`config.mk`:
```
export PLATFORM = sky130hd
export DESIGN_NAME = microwave_timer
export DESIGN_NICKNAME = d
export VERILOG_FILES = /design/src/rtl/microwave_timer.sv
export SDC_FILE = /design/constraint.sdc
export NUM_CORES = 1
export LEC_CHECK = 0
export ABC_AREA = 1
export CAP_MARGIN = 25
export CORE_UTILIZATION = 55
export CTS_CLUSTER_DIAMETER = 30
export DETAILED_ROUTE_END_ITERATION = 6
export MAX_ROUTING_LAYER = met4
export PLACE_DENSITY_LB_ADDON = 0.2
export SKIP_LAST_GASP = 1
export SLEW_MARGIN = 0
export SYNTH_ARGS = -nofsm -noshare
export SYNTH_HDL_FRONTEND = slang
export SYNTH_SLANG_ARGS = --single-unit
```
`constraint.sdc`:
```
create_clock -name clk -period 4 [get_ports clk]
set_input_delay 0.8 -clock clk [delete_from_list [all_inputs] [get_ports clk]]
set_output_delay 0.8 -clock clk [all_outputs]
set_load 0.02 [all_outputs]
```
`src/rtl/microwave_timer.sv`:
```
// ---------------------------------------------------------------------------
// microwave_timer
//   Time-entry and countdown stage fed by the keypad encoder. Digits are
//   shifted into an M:SS register and counted down to 0:00 once started.
//
// Ports
//   clk          in   system clock, rising edge
//   clearn       in   asynchronous active-low reset
//   data[3:0]    in   BCD digit, valid while loadn is low
//   loadn        in   active-low digit strobe
//   startn       in   active-low start/resume button
//   stopn        in   active-low stop/clear button
//   door_closed  in   1 = door closed, cooking permitted
//   min_ones     out  BCD minutes digit
//   sec_tens     out  BCD tens-of-seconds digit
//   sec_ones     out  BCD seconds digit
//   zero         out  all three digits are 0
//   running      out  high in RUNNING (magnetron enable)
//   done         out  one-cycle pulse when the countdown reaches 0:00
//   dbg_state    out  current FSM state (0 ENTRY, 1 RUNNING, 2 PAUSED)
//
// Handshake: there is no valid/ready pair here. Each active-low strobe is
// turned into a single-cycle press pulse on its falling edge; that pulse is
// registered and acted on at the following clock edge, so holding a button
// acts exactly once.
// ---------------------------------------------------------------------------
module microwave_timer #(
    parameter int TICKS_PER_SEC = 100
) (
    input  logic       clk,
    input  logic       clearn,
    input  logic [3:0] data,
    input  logic       loadn,
    input  logic       startn,
    input  logic       stopn,
    input  logic       door_closed,
    output logic [3:0] min_ones,
    output logic [3:0] sec_tens,
    output logic [3:0] sec_ones,
    output logic       zero,
    output logic       running,
    output logic       done,
    output logic [1:0] dbg_state
);

    localparam int PW = $clog2(TICKS_PER_SEC);
    localparam logic [PW-1:0] PRESC_MAX = PW'(TICKS_PER_SEC - 1);

    typedef enum logic [1:0] {
        ST_ENTRY   = 2'd0,
        ST_RUNNING = 2'd1,
        ST_PAUSED  = 2'd2
    } state_e;

    // Registered copies of the raw strobes and the resulting press pulses.
    logic          loadn_q, startn_q, stopn_q;
    logic          load_p_q, start_p_q, stop_p_q;
    logic [3:0]    data_q;

    state_e        state_q, state_d;
    logic [3:0]    min_q, min_d;
    logic [3:0]    tens_q, tens_d;
    logic [3:0]    ones_q, ones_d;
    logic [PW-1:0] presc_q, presc_d;
    logic          zero_q, running_q, done_q, done_d;

    logic [3:0]    dec_min, dec_tens, dec_ones;

    // One-second decrement of the M:SS value with borrow into the next digit.
    always_comb begin
        dec_min  = min_q;
        dec_tens = tens_q;
        dec_ones = ones_q;
        if (ones_q != 4'd0) begin
            dec_ones = ones_q - 4'd1;
        end else begin
            dec_ones = 4'd9;
            if (tens_q != 4'd0) begin
                dec_tens = tens_q - 4'd1;
            end else begin
                dec_tens = 4'd5;
                dec_min  = min_q - 4'd1;
            end
        end
    end

    always_comb begin
        state_d = state_q;
        min_d   = min_q;
        tens_d  = tens_q;
        ones_d  = ones_q;
        presc_d = presc_q;
        done_d  = 1'b0;
        case (state_q)
            ST_ENTRY: begin
                if (stop_p_q) begin
                    min_d  = 4'd0;
                    tens_d = 4'd0;
                    ones_d = 4'd0;
                end else if (start_p_q) begin
                    if (door_closed && !zero_q) begin
                        state_d = ST_RUNNING;
                        presc_d = '0;
                    end
                end else if (load_p_q && (data_q <= 4'd9)) begin
                    min_d  = tens_q;
                    tens_d = ones_q;
                    ones_d = data_q;
                end
            end
            ST_RUNNING: begin
                // Pausing takes precedence over a coincident terminal tick.
                if (stop_p_q || !door_closed) begin
                    state_d = ST_PAUSED;
                end else if (presc_q == PRESC_MAX) begin
                    presc_d = '0;
                    min_d   = dec_min;
                    tens_d  = dec_tens;
                    ones_d  = dec_ones;
                    if (dec_min == 4'd0 && dec_tens == 4'd0 && dec_ones == 4'd0) begin
                        done_d  = 1'b1;
                        state_d = ST_ENTRY;
                    end
                end else begin
                    presc_d = presc_q + PW'(1);
                end
            end
            ST_PAUSED: begin
                if (stop_p_q) begin
                    min_d   = 4'd0;
                    tens_d  = 4'd0;
                    ones_d  = 4'd0;
                    presc_d = '0;
                    state_d = ST_ENTRY;
                end else if (start_p_q && door_closed) begin
                    state_d = ST_RUNNING;
                end
            end
            default: begin
                state_d = ST_ENTRY;
            end
        endcase
    end

    always_ff @(posedge clk or negedge clearn) begin
        if (!clearn) begin
            loadn_q   <= 1'b1;
            startn_q  <= 1'b1;
            stopn_q   <= 1'b1;
            load_p_q  <= 1'b0;
            start_p_q <= 1'b0;
            stop_p_q  <= 1'b0;
            data_q    <= 4'd0;
            state_q   <= ST_ENTRY;
            min_q     <= 4'd0;
            tens_q    <= 4'd0;
            ones_q    <= 4'd0;
            presc_q   <= '0;
            zero_q    <= 1'b1;
            running_q <= 1'b0;
            done_q    <= 1'b0;
        end else begin
            loadn_q   <= loadn;
            startn_q  <= startn;
            stopn_q   <= stopn;
            load_p_q  <= ~loadn & loadn_q;
            start_p_q <= ~startn & startn_q;
            stop_p_q  <= ~stopn & stopn_q;
            // Capture the digit with its strobe so it is stable when used.
            if (~loadn & loadn_q) begin
                data_q <= data;
            end
            state_q   <= state_d;
            min_q     <= min_d;
            tens_q    <= tens_d;
            ones_q    <= ones_d;
            presc_q   <= presc_d;
            zero_q    <= (min_d == 4'd0) && (tens_d == 4'd0) && (ones_d == 4'd0);
            running_q <= (state_d == ST_RUNNING);
            done_q    <= done_d;
        end
    end

    assign min_ones  = min_q;
    assign sec_tens  = tens_q;
    assign sec_ones  = ones_q;
    assign zero      = zero_q;
    assign running   = running_q;
    assign done      = done_q;
    assign dbg_state = state_q;

endmodule

```
# Word-level counts from Yosys, hierarchy flattened

Index checks and enable logic that the tools add are counted.

Word-level logic and storage cells: 102
Input port bits: 10
Register bits: 34
Output and inout bits: 17

Reduce and logical (&&, ||, !) cells: 21
Add/sub/neg operators: 4
Bitwise gates (word level): 6
Order comparisons: 1
Equality and inequality tests: 9
Multiplexer cells: 46

Operators by type and width:

| operator                                                               | count |
|---|---|
| 4-bit 2-to-1 mux                                                       | 23 |
| 7-bit 2-to-1 mux                                                       | 6 |
| 4-bit case mux with 3 select lines                                     | 3 |
| 4-bit zero test                                                        | 6 |
| 7-bit case mux with 3 select lines                                     | 1 |
| 2-bit 2-to-1 mux                                                       | 8 |
| 4-bit by 1-bit subtractor with 4-bit output (second input constant)    | 3 |
| 2-bit inequality test (second input constant)                          | 5 |
| 4-bit nonzero test                                                     | 2 |
| 7-bit by 1-bit adder with 7-bit output (second input constant)         | 1 |
| 7-bit equality test (second input constant)                            | 1 |
| 1-bit logical AND                                                      | 7 |
| 2-bit case mux with 3 select lines                                     | 1 |
| 6-bit AND reduction                                                    | 1 |
| 2-bit by 1-bit equality test with 1-bit output (second input constant) | 2 |
| 4-bit <= comparator (second input constant)                            | 1 |
| 1-bit 2-to-1 mux                                                       | 4 |
| 1-bit AND                                                              | 3 |
| 1-bit NOT                                                              | 3 |
| 3-bit nonzero test                                                     | 1 |
| 2-bit equality test (second input constant)                            | 1 |
| 1-bit zero test                                                        | 2 |
| 2-bit zero test                                                        | 1 |
| 1-bit logical OR                                                       | 1 |

# Longest topological paths before layout

Gate-level depths: netlist of run 1.

Word-level depth: 11
Mapped depth: 15
Mapped depth without buffers: 15

# Worst setup path after synthesis of run 1

No wires, ideal clock.

Path type: reg2reg
From: register tens_q[0], in the netlist sec_tens[0]
To: register zero_q, in the netlist zero
Path slack: 2187 ps
Stages on the path, launching flop included: 15
Period minus slack after synthesis: 1813 ps
Library setup time: 67 ps
Arrival: 1746 ps
Data required time: 3933 ps
Path buffers: 0
Path through: dfrtp_1 -> inv_1 -> ha_1 -> nand2_1 -> nor2_1 -> nand3_1 -> nand2_1 -> nand2_1 -> nand2_1 -> nand2_1 -> nor2_1 -> nand2_1 -> nor2_1 -> nand2_1 -> nor2_1

Word-level cells in the longest chain between the ends: 9
Elaborated cells on any way between the ends: 23
Those cells by class: add/sub: 1; mux: 17; reduce/logical: 5

RTL lines:

| element                                                                                  | RTL line | source |
|---|---|---|
| start, declared                                                                          | 62       | `logic [3:0] tens_q, tens_d;` |
| start signal, assigned                                                                   | 175      | `tens_q <= tens_d;` |
| 4-bit by 1-bit subtractor with 4-bit output / 4-bit nonzero test (equally long branches) | 79, 78   |  |
| 4-bit 2-to-1 mux                                                                         | 78       | `if (tens_q != 4'd0) begin` |
| 4-bit 2-to-1 mux                                                                         | 74       | `if (ones_q != 4'd0) begin` |
| 4-bit 2-to-1 mux                                                                         | 115      | `end else if (presc_q == PRESC_MAX) begin` |
| 4-bit 2-to-1 mux                                                                         | 113      | `if (stop_p_q \|\| !door_closed) begin` |
| 4-bit case mux with 3 select lines                                                       | 94       | `case (state_q)` |
| 4-bit zero test                                                                          | 178      | `zero_q <= (min_d == 4'd0) && (tens_d == 4'd0) && (ones_d == 4'd0);` |
| 1-bit logical AND (*) (2 in series)                                                      | 178      |  |
| end signal, assigned                                                                     | 178      |  |
| end, declared                                                                            | 65       | `logic zero_q, running_q, done_q, done_d;` |

Mark *: on every way between the ends. The rest lies on a longest branch, timed or not.
A chain may end at the register's enable or synchronous reset.

# Worst setup path after layout of run 1

From: register zero_q, in the netlist zero
To: output port zero

RTL lines:

| element       | RTL line | source |
|---|---|---|
| end, declared | 40       | `output logic zero,` |

No word-level cell between the ends.

==> results.ini, run 1 <==
[finish]
layout_commonest_cell=nand2_1
final_cell_mix=nand2_1, inv_1, nor2_1, dfrtp_1, clkdlybuf4s50_1
final_util_pct=71.3
diodes=0
drive_above_1_share_pct=10.3
final_net_count=342
multiInputGateArea_um2=993
syn2layout_area_growth_pct=20.2
seqCellArea_um2=856
fillers=293

[setup_path]
critPathMaxStageDelay_ps=610
startpoint_type=register
crit_cells=1
crit_required_ps=3200
cp-end-kind=primary output
r2r_cells=14
path_delay_family=buffers and inverters
critPathKind=register to primary output
crit_buf_inv=1
crit_fanout=3
path_cells=clkdlybuf4s50_1
crit_arrival_ps=1460
cp_slowest_cell=clkdlybuf4s50_1

[detailed_routing]
postRouteAntennaNets=0
drt_iter0_drc=175
vias=1988
drc_errors=0
routed_wl_mm=4.92
dr.pass1.iters=4
drt-wirelength-per-cell_um=13.1
viasPerCell=5.29

[hold_path]
hold_path_class=register to register
worstHoldPathCells=2

[global_route]
grt_pass1_wl_mm=8.65
grt_max_degree=35
grt_antenna_before_repair=0
grt_remaining_overflow=0
grt_pass1_vias=1892
grt_usage_pct=28.9

[clock_network]
root_buffer=clkbuf_8
clk_pin_slew_ps=70
clk_path_buf_depth=2
clock_latency_ps=290
cts_hold_buf=0
cts-buffers-inserted=5
cts_tree=yes
cts_resized=0
cts_max_level=2
cts_setup_buffers=0
clkSinkCount=34

[floorplanning]
coreArea_um2=3440
die-area_um2=3960
die_y_um=62.9
rows=21
die_x_um=62.9
initial_utilization_pct=59.3
io_pins=27

[yosys]
syn_avg_cell_area_um2=6.90
synth_top_area_share_pct=36.8
async_flop_share_pct=100
synth_cell_types=27
synthCells=296
synth_seq_cells=34
synth_edf_count=0
synth_seq_area_share_pct=41.9
yosys.area.top_type=dfrtp_1
synth_area_leaders=dfrtp_1, nand2_1, inv_1
yosysWarnings=0
syn-num-nets=309
syn_area_um2=2040
yosys_most_used_dff=dfrtp_1

[power]
p_leak_nw=1.29
powerDensity_nw_per_um2=472
vdd_drop_max_v=0.000352

[run_status]
status=complete, no violations

[timing]
finalSetupViolCount=0
slew-limit-headroom_pct=71.0
whs_ps=468
slew_violations=0
fin_crit_ps=2260
grt_setup_unrepaired=no
finalHoldViolCount=0
tightestPinTransition_ps=436
min_period_over_period_pct=56.4
fin_skew_ps=7.00
fmax_ghz=0.443
fin_setup_tns_ps=0

[placed_design]
dpl.hpwl_mm=3.75
gp_congestion=0.971
port_buffers=26

[run]
cap_violations=0

## report_power, final
part	total, mW	switching [mW]	leakage (nW)	internal, mW
clock network	0.263	0.124	0.0482	0.139
registers	0.432	0.0459	0.448	0.386
logic	0.463	0.303	0.793	0.160
total	1.16	0.473	1.29	0.684
## synthesized netlist by cell type (4+ instances only)
| cell type | instances |
|---|---|
| o21ai_0 | 12 |
| dfrtp_1 | 30 |
| nand2_2 | 5 |
| nand2_1 | 91 |
| nor2_1 | 36 |
| a21oi_1 | 18 |
| nand3_1 | 19 |
| inv_1 | 41 |
| dfstp_2 | 4 |
| nand4_1 | 4 |
| inv_2 | 9 |
| o21ai_1 | 6 |
## logic make-up after synthesis
| group | share of synthesized area, % |
|---|---|
| compound gates | 12.1 |
| simple gates | 33.9 |
| fa+ha+maj | 1.84 |
| buf+inv | 9.44 |
| flops | 41.9 |
| xor+xnor | 0.858 |
## metal layers
layer  vias to the layer above  global-route usage [%]  part of all wire (%)
met4                         0                    7.85                   1.0
met2                        68                    42.9                    46
met3                         7                    6.02                   5.8
met5                         -                       -                     0
li1                        998                       -                     -
met1                       915                    40.1                    47
## metrics by stage
stage | worst slack (ps) | power [mW] | cells | instance area, um2
final | 1740 | 1.16 | 376 | 2450
after global routing | 1560 | 1.24 | 376 | 2450
after CTS | 1740 | 1.15 | 376 | 2450
after detailed placement | 1560 | 0.890 | 368 | 2360
after global placement | 1580 | 0.888 | 368 | 2360
after floorplan | 2190 | 0.747 | 296 | 2040
## final timing paths
kind                                  startpoint                      to  slack, ps
max reg2reg                sec_tens[0]$_DFF_PN0_          zero$_DFF_PN1_       1880
min reg2reg                   startn_q$_DFF_PN1_     start_p_q$_DFF_PN0_        470
min in group asynchronous                 clearn  presc_q[2]$_DFFE_PN0P_        920
max                               zero$_DFF_PN1_                    zero       1740
min                           startn_q$_DFF_PN1_     start_p_q$_DFF_PN0_        470
max in group asynchronous                 clearn       loadn_q$_DFF_PN1_       2730
## sequential cells by signal, summed over array words and instances (netlist names)
register / count
presc_q: 7
data_q: 4
min_ones: 4
loadn_q: 1
dbg_state: 2
stop_p_q: 1
startn_q: 1
stopn_q: 1
sec_ones: 4
sec_tens: 4
done: 1
start_p_q: 1
running: 1
zero: 1
load_p_q: 1
## layout make-up
class                      instances  area share, %
sequential                        34           34.9
tap                               46           2.35
inverter                          50           7.65
clock buffer                       7           3.52
timing repair buffer              27           10.9
multi-input combinational        211           40.5
clock inverter                     1          0.204
## worst register-to-register path, stage by stage (launching register included)
cell and delay [ps]:
dfrtp_1 450, inv_1 180, ha_1 220, nand2_1 90, nor2_1 270, nand3_1 140
nand2_1 90, nand2_1 70, nand2_1 60, nand2_1 50, nor2_1 130, nand2_1 80
nor2_1 80, nand2_1 60, nor2_1 90
No activity file was read; power rests on OpenSTA's default activity.
==> run 2, diff against run 1 <==
Settings changed: CORE_UTILIZATION 55 to 49.
Clock period 4 ns to 2 ns, I/O delays scaled along.
==> run 2 against run 1 <==
- wire length shrank 0.71%
- worst setup slack lost 1600 ps
- register-to-register slack lost 1700 ps
- flip-flop and latch count is the same
- critical endpoint is now sec_tens[3]
- critical path type unchanged
- via count grew 1.6%
- final cell count grew 5.1%
- power grew 110%
==> results.ini, run 2 (same netlist as run 1, synthesis figures left out) <==
[clock_network]
cts_tree=yes
cts_setup_buffers=0  ; unchanged
clk_path_buf_depth=2  ; unchanged
root_buffer=clkbuf_8
clkSinkCount=34  ; unchanged
cts_max_level=2  ; unchanged
clk_pin_slew_ps=70  ; about the same
cts-buffers-inserted=5  ; unchanged
clock_latency_ps=290  ; about the same

[setup_path]
crit_path_start=sec_tens[3]$_DFF_PN0_
cp-endpoint=sec_tens[3]
reg2reg_slack_ps=190  ; -1690 ps
crit_cells=1  ; unchanged
crit_required_ps=1600  ; -1600 ps
crit_arrival_ps=1460  ; about the same
critPathMaxStageDelay_ps=660  ; +50 ps
critPathKind=register to primary output
r2r_start=presc_q[0]$_DFFE_PN0P_
crit_fanout=6  ; +3
startpoint_type=register
path_cells=clkdlybuf4s50_1
cp_slowest_cell=clkdlybuf4s50_1
cp-end-kind=primary output
r2r-end=zero$_DFF_PN1_
r2r_cells=11  ; -3
crit_buf_inv=1  ; unchanged
path_delay_family=buffers and inverters

[detailed_routing]
drc_errors=0  ; unchanged
vias=2020  ; +1.6%
viasPerCell=5.11  ; -3.3%
drt_iter0_drc=101  ; -42%
postRouteAntennaNets=0  ; unchanged
routed_wl_mm=4.89  ; -0.71%
drt-wirelength-per-cell_um=12.4  ; -5.5%
dr.pass1.iters=4  ; unchanged

[floorplanning]
die_x_um=66.6  ; +5.8%
die-area_um2=4430  ; +12%
rows=23  ; +9.5%
die_y_um=66.6  ; +5.8%
coreArea_um2=4000  ; +16%
io_pins=27  ; unchanged
initial_utilization_pct=51.0  ; -8.3 points

[global_route]
grt_remaining_overflow=0  ; unchanged
grt_max_degree=35  ; unchanged
grt_pass1_wl_mm=8.38  ; -3.1%
grt_antenna_before_repair=0  ; unchanged
grt_pass1_vias=1835  ; -3.0%
grt_usage_pct=26.2  ; -2.8 points

[placed_design]
port_buffers=26  ; unchanged
dpl.hpwl_mm=3.81  ; +1.5%
gp_congestion=0.960  ; -1.1%
pre_cts_ws_ps=-15.0  ; -1580 ps

[timing]
min_period_over_period_pct=92.8
fmax_ghz=0.539
fin_ws_ps=145  ; -1600 ps
fin_skew_ps=10.4  ; +3.35 ps
tightestPinTransition_ps=418  ; -17.7 ps
fin_setup_tns_ps=0  ; unchanged
slew_violations=0  ; unchanged
slew-limit-headroom_pct=72.1  ; +1.2 points
finalHoldViolCount=0  ; unchanged
finalSetupViolCount=0  ; unchanged
grt_setup_unrepaired=yes
fin_crit_ps=1860

[finish]
layout_commonest_cell=nand2_1
syn2layout_area_growth_pct=26.3
final_net_count=357  ; +4.4%
regMostFlops=presc_q
largest_reg_flops=7  ; unchanged
final_cell_mix=nand2_1, inv_1, nor2_1, dfrtp_1, clkdlybuf4s50_1
drive_above_1_share_pct=14.5  ; +4.2 points
diodes=0  ; unchanged

[power]
vdd_drop_max_v=0.000775  ; +120%
fin_total_pwr_mw=2.43  ; +110%
powerDensity_nw_per_um2=941  ; +99%
p_leak_nw=1.36  ; +5.7%

[run]
cap_violations=0  ; unchanged

[hold_path]
hold_path_class=register to register

[run_status]
status=complete, no violations

==> run 2: cell count changes in the layout (fill, tap and decap cells not counted), sizes merged <==
cell / change
clkinv: -1
clkbuf: +1
buf: +15
==> run 2: worst min path at each step <==
stage	start	to	slack, ps	cells after the start
2_1_floorplan	clearn	data_q[0]$_DFFE_PN0P_	100	0
4_1_cts	startn_q$_DFF_PN1_	start_p_q$_DFF_PN0_	460	2
3_5_place_dp	startn_q$_DFF_PN1_	start_p_q$_DFF_PN0_	450	2
3_3_place_gp	startn_q$_DFF_PN1_	start_p_q$_DFF_PN0_	450	2
6_report	startn_q$_DFF_PN1_	start_p_q$_DFF_PN0_	460	2
5_1_grt	startn_q$_DFF_PN1_	start_p_q$_DFF_PN0_	480	2
==> run 2: report_power, final <==
part,total (mW),internal [mW],switching [mW]
Clock,0.529,0.281,0.248
Sequential,0.844,0.771,0.0729
Combinational,1.05,0.410,0.644
==> run 2: layout make-up <==
class,count,area (um2)
timing repair buffer,42,380
tap,50,62.6
fill,373,1420
inverter,50,188
sequential,34,856
clock buffer,8,90.1
multi-input combinational,211,1000
==> run 2: per-layer routing <==
metal / up-vias / routed length, um / global-route usage, %
met3: 6 / 182 / 5.14
met4: 0 / 61 / 8.24
met1: 947 / 2440 / 35.0
met5: - / 0 / -
li1: 1027 / - / -
met2: 40 / 2200 / 39.9
==> run 2: worst reg2reg max path: cells and delay by family (launching register included) <==
family,cells,cell delay (ps)
simple gates,9,930
flops,1,400
fa+ha+maj,1,220
compound gates,1,220
==> run 2: metrics by stage <==
| step | util [%] | cells | instance area (um2) | hold slack, ps |
|---|---|---|---|---|
| final | 64.5 | 395 | 2580 | 458 |
| after detailed placement | 62.0 | 387 | 2480 | 452 |
| after global routing | 64.5 | 395 | 2580 | 478 |
| after CTS | 64.2 | 395 | 2570 | 460 |
| after global placement | 62.0 | 387 | 2480 | 447 |
| after floorplan | - | 296 | 2040 | 104 |
==> run 2: timing repair <==
action	CTS	global route
hold buffers	0	0
endpoints found under the hold margin	0	0
setup endpoints to repair	0	3
gates resized for setup	0	3
==> run 3, diff against run 2 <==
Settings changed: CORE_UTILIZATION 49 to 55, CTS_BUF_LIST set to sky130_fd_sc_hd__clkbuf_4 sky130_fd_sc_hd__clkbuf_8 sky130_fd_sc_hd__clkbuf_16.
Clock period 2 ns to 1.8 ns, I/O delays scaled along.
==> run 3 against run 2 <==
- via count increased by 7.6%
- final cell count up 5.3%
- critical path depth increased by 1
- die area is 11% lower
- worst hold slack improved by 9.7 ps
- sequential power is 11% higher
- core utilization increased by 19 points
- combinational power increased by 31%
- flip-flop and latch count is the same
- wire length rose by 15%
- critical endpoint is now sec_tens[0]
- largest cell class unchanged
- largest power group unchanged
==> results.ini, run 3 (same netlist as run 1, synthesis figures left out) <==
[run_status]
status=complete, no violations

[hold_path]
hold_path_class=input port to asynchronous set/reset pin

[setup_path]
cp_slowest_cell=clkdlybuf4s50_1
crit_fanout=4  ; -2
path_delay_family=buffers and inverters
critPathMaxStageDelay_ps=600  ; -60 ps
cp-end-kind=primary output
crit_required_ps=1440  ; -160 ps
crit_buf_inv=2  ; +1
critPathKind=register to primary output
startpoint_type=register
path_cells=buf_4, clkdlybuf4s50_1
crit_arrival_ps=1410  ; -50 ps

[finish]
syn2layout_area_growth_pct=40.9
final_cell_mix=nand2_1, buf_4, inv_1, dfrtp_1, nor2_1
largest_reg_flops=7  ; unchanged
final_net_count=382  ; +7.0%
drive_above_1_share_pct=28.9  ; +14 points
layout_commonest_cell=nand2_1
regMostFlops=presc_q
diodes=0  ; unchanged
fillers=219  ; -41%

[floorplanning]
die_y_um=62.9  ; -5.4%
io_pins=27  ; unchanged
die-area_um2=3960  ; -11%
coreArea_um2=3440  ; -14%
initial_utilization_pct=59.3  ; +8.3 points
rows=21  ; -8.7%
die_x_um=62.9  ; -5.4%

[detailed_routing]
drt-wirelength-per-cell_um=13.6  ; +9.6%
drt_iter0_drc=206  ; +100%
postRouteAntennaNets=0  ; unchanged
dr.pass1.iters=4  ; unchanged
routed_wl_mm=5.64  ; +15%
vias=2174  ; +7.6%
drc_errors=0  ; unchanged
viasPerCell=5.23  ; +2.2%

[placed_design]
port_buffers=26  ; unchanged
dpl.hpwl_mm=4.00  ; +5.0%
gp_congestion=0.939  ; -2.2%

[clock_network]
clkSinkCount=34  ; unchanged
clock_latency_ps=290  ; about the same
root_buffer=clkbuf_8
clk_path_buf_depth=2  ; unchanged
cts_tree=yes
cts-buffers-inserted=5  ; unchanged
cts_max_level=2  ; unchanged
clk_pin_slew_ps=70  ; about the same
cts_hold_buf=0  ; unchanged

[timing]
whs_ps=467  ; +9.72 ps
finalSetupViolCount=0  ; unchanged
fin_skew_ps=7.77  ; -2.59 ps
min_period_over_period_pct=98.1
finalHoldViolCount=0  ; unchanged
grt_setup_unrepaired=yes
slew-limit-headroom_pct=71.4  ; -0.69 points
fin_setup_tns_ps=0  ; unchanged
fmax_ghz=0.566
slew_violations=0  ; unchanged
tightestPinTransition_ps=428  ; +10.3 ps
fin_crit_ps=1770

[global_route]
grt_max_degree=35  ; unchanged
grt_pass1_wl_mm=8.83  ; +5.3%
grt_antenna_before_repair=0  ; unchanged
grt_pass1_vias=1953  ; +6.4%
grt_usage_pct=30.0  ; +3.9 points
grt_remaining_overflow=0  ; unchanged

[power]
p_leak_nw=1.53  ; +12%
powerDensity_nw_per_um2=1010  ; +7.6%
fin_total_pwr_mw=2.91  ; +20%
vdd_drop_max_v=0.000841  ; +8.5%

[run]
cap_violations=0  ; unchanged

==> run 3: worst paths after layout <==
kind / from / slack [ps] / to / depth (start not counted)
min reg2reg: stopn_q$_DFF_PN1_ / 470 / stop_p_q$_DFF_PN0_ / 2
max: sec_tens[0]$_DFF_PN0_ / 30 / sec_tens[0] / 2
max in group asynchronous: clearn / 980 / zero$_DFF_PN1_ / 2
max reg2reg: presc_q[1]$_DFFE_PN0P_ / 70 / zero$_DFF_PN1_ / 11
min: clearn / 470 / presc_q[3]$_DFFE_PN0P_ / 2
min in group clk: stopn_q$_DFF_PN1_ / 470 / stop_p_q$_DFF_PN0_ / 2
==> run 3: timing repair <==
item / 4_1_cts / 5_1_grt
buffers inserted: 0 / 10
endpoints found under the setup margin: 3 / 17
resized for setup: 2 / 39
cloned: 0 / 0
pin swaps: 0 / 19
==> run 3: area by class of cell <==
| type | instances | area [um2] | share of cell area, % |
|---|---|---|---|
| Clock buffer | 6 | 82.6 | 2.87 |
| Clock inverter | 2 | 12.5 | 0.435 |
| Sequential cell | 34 | 860 | 29.9 |
| Tap cell | 46 | 57.6 | 2.00 |
| Multi-Input combinational cell | 211 | 1110 | 38.6 |
| Inverter | 50 | 188 | 6.52 |
| Timing Repair Buffer | 67 | 568 | 19.7 |
==> run 3: routing by layer <==
metal  share of wire (%)  up-vias  track usage [%]  routed length [um]
met5                   0        -                -                   0
met4                 1.3        0             9.01                  73
met3                 6.1        8             5.29                 346
met2                  47       74             46.0                2680
met1                  45     1012             40.6                2550
li1                    -     1080                -                   -
==> run 3: through the flow <==
stage,area [um2],cells,utilization (%),worst slack [ps]
2_1_floorplan,2040,296,-,43.1
3_3_place_gp,2590,398,75.2,-94.2
3_5_place_dp,2590,398,75.2,-133
4_1_cts,2680,406,77.9,-7.51
5_1_grt,2880,416,83.6,-62.5
6_report,2880,416,83.6,34.3
==> run 3: power by group <==
part / switching [mW] / internal (mW)
Sequential: 0.0785 / 0.860
Clock: 0.289 / 0.307
Combinational: 0.815 / 0.563
Total: 1.18 / 1.73
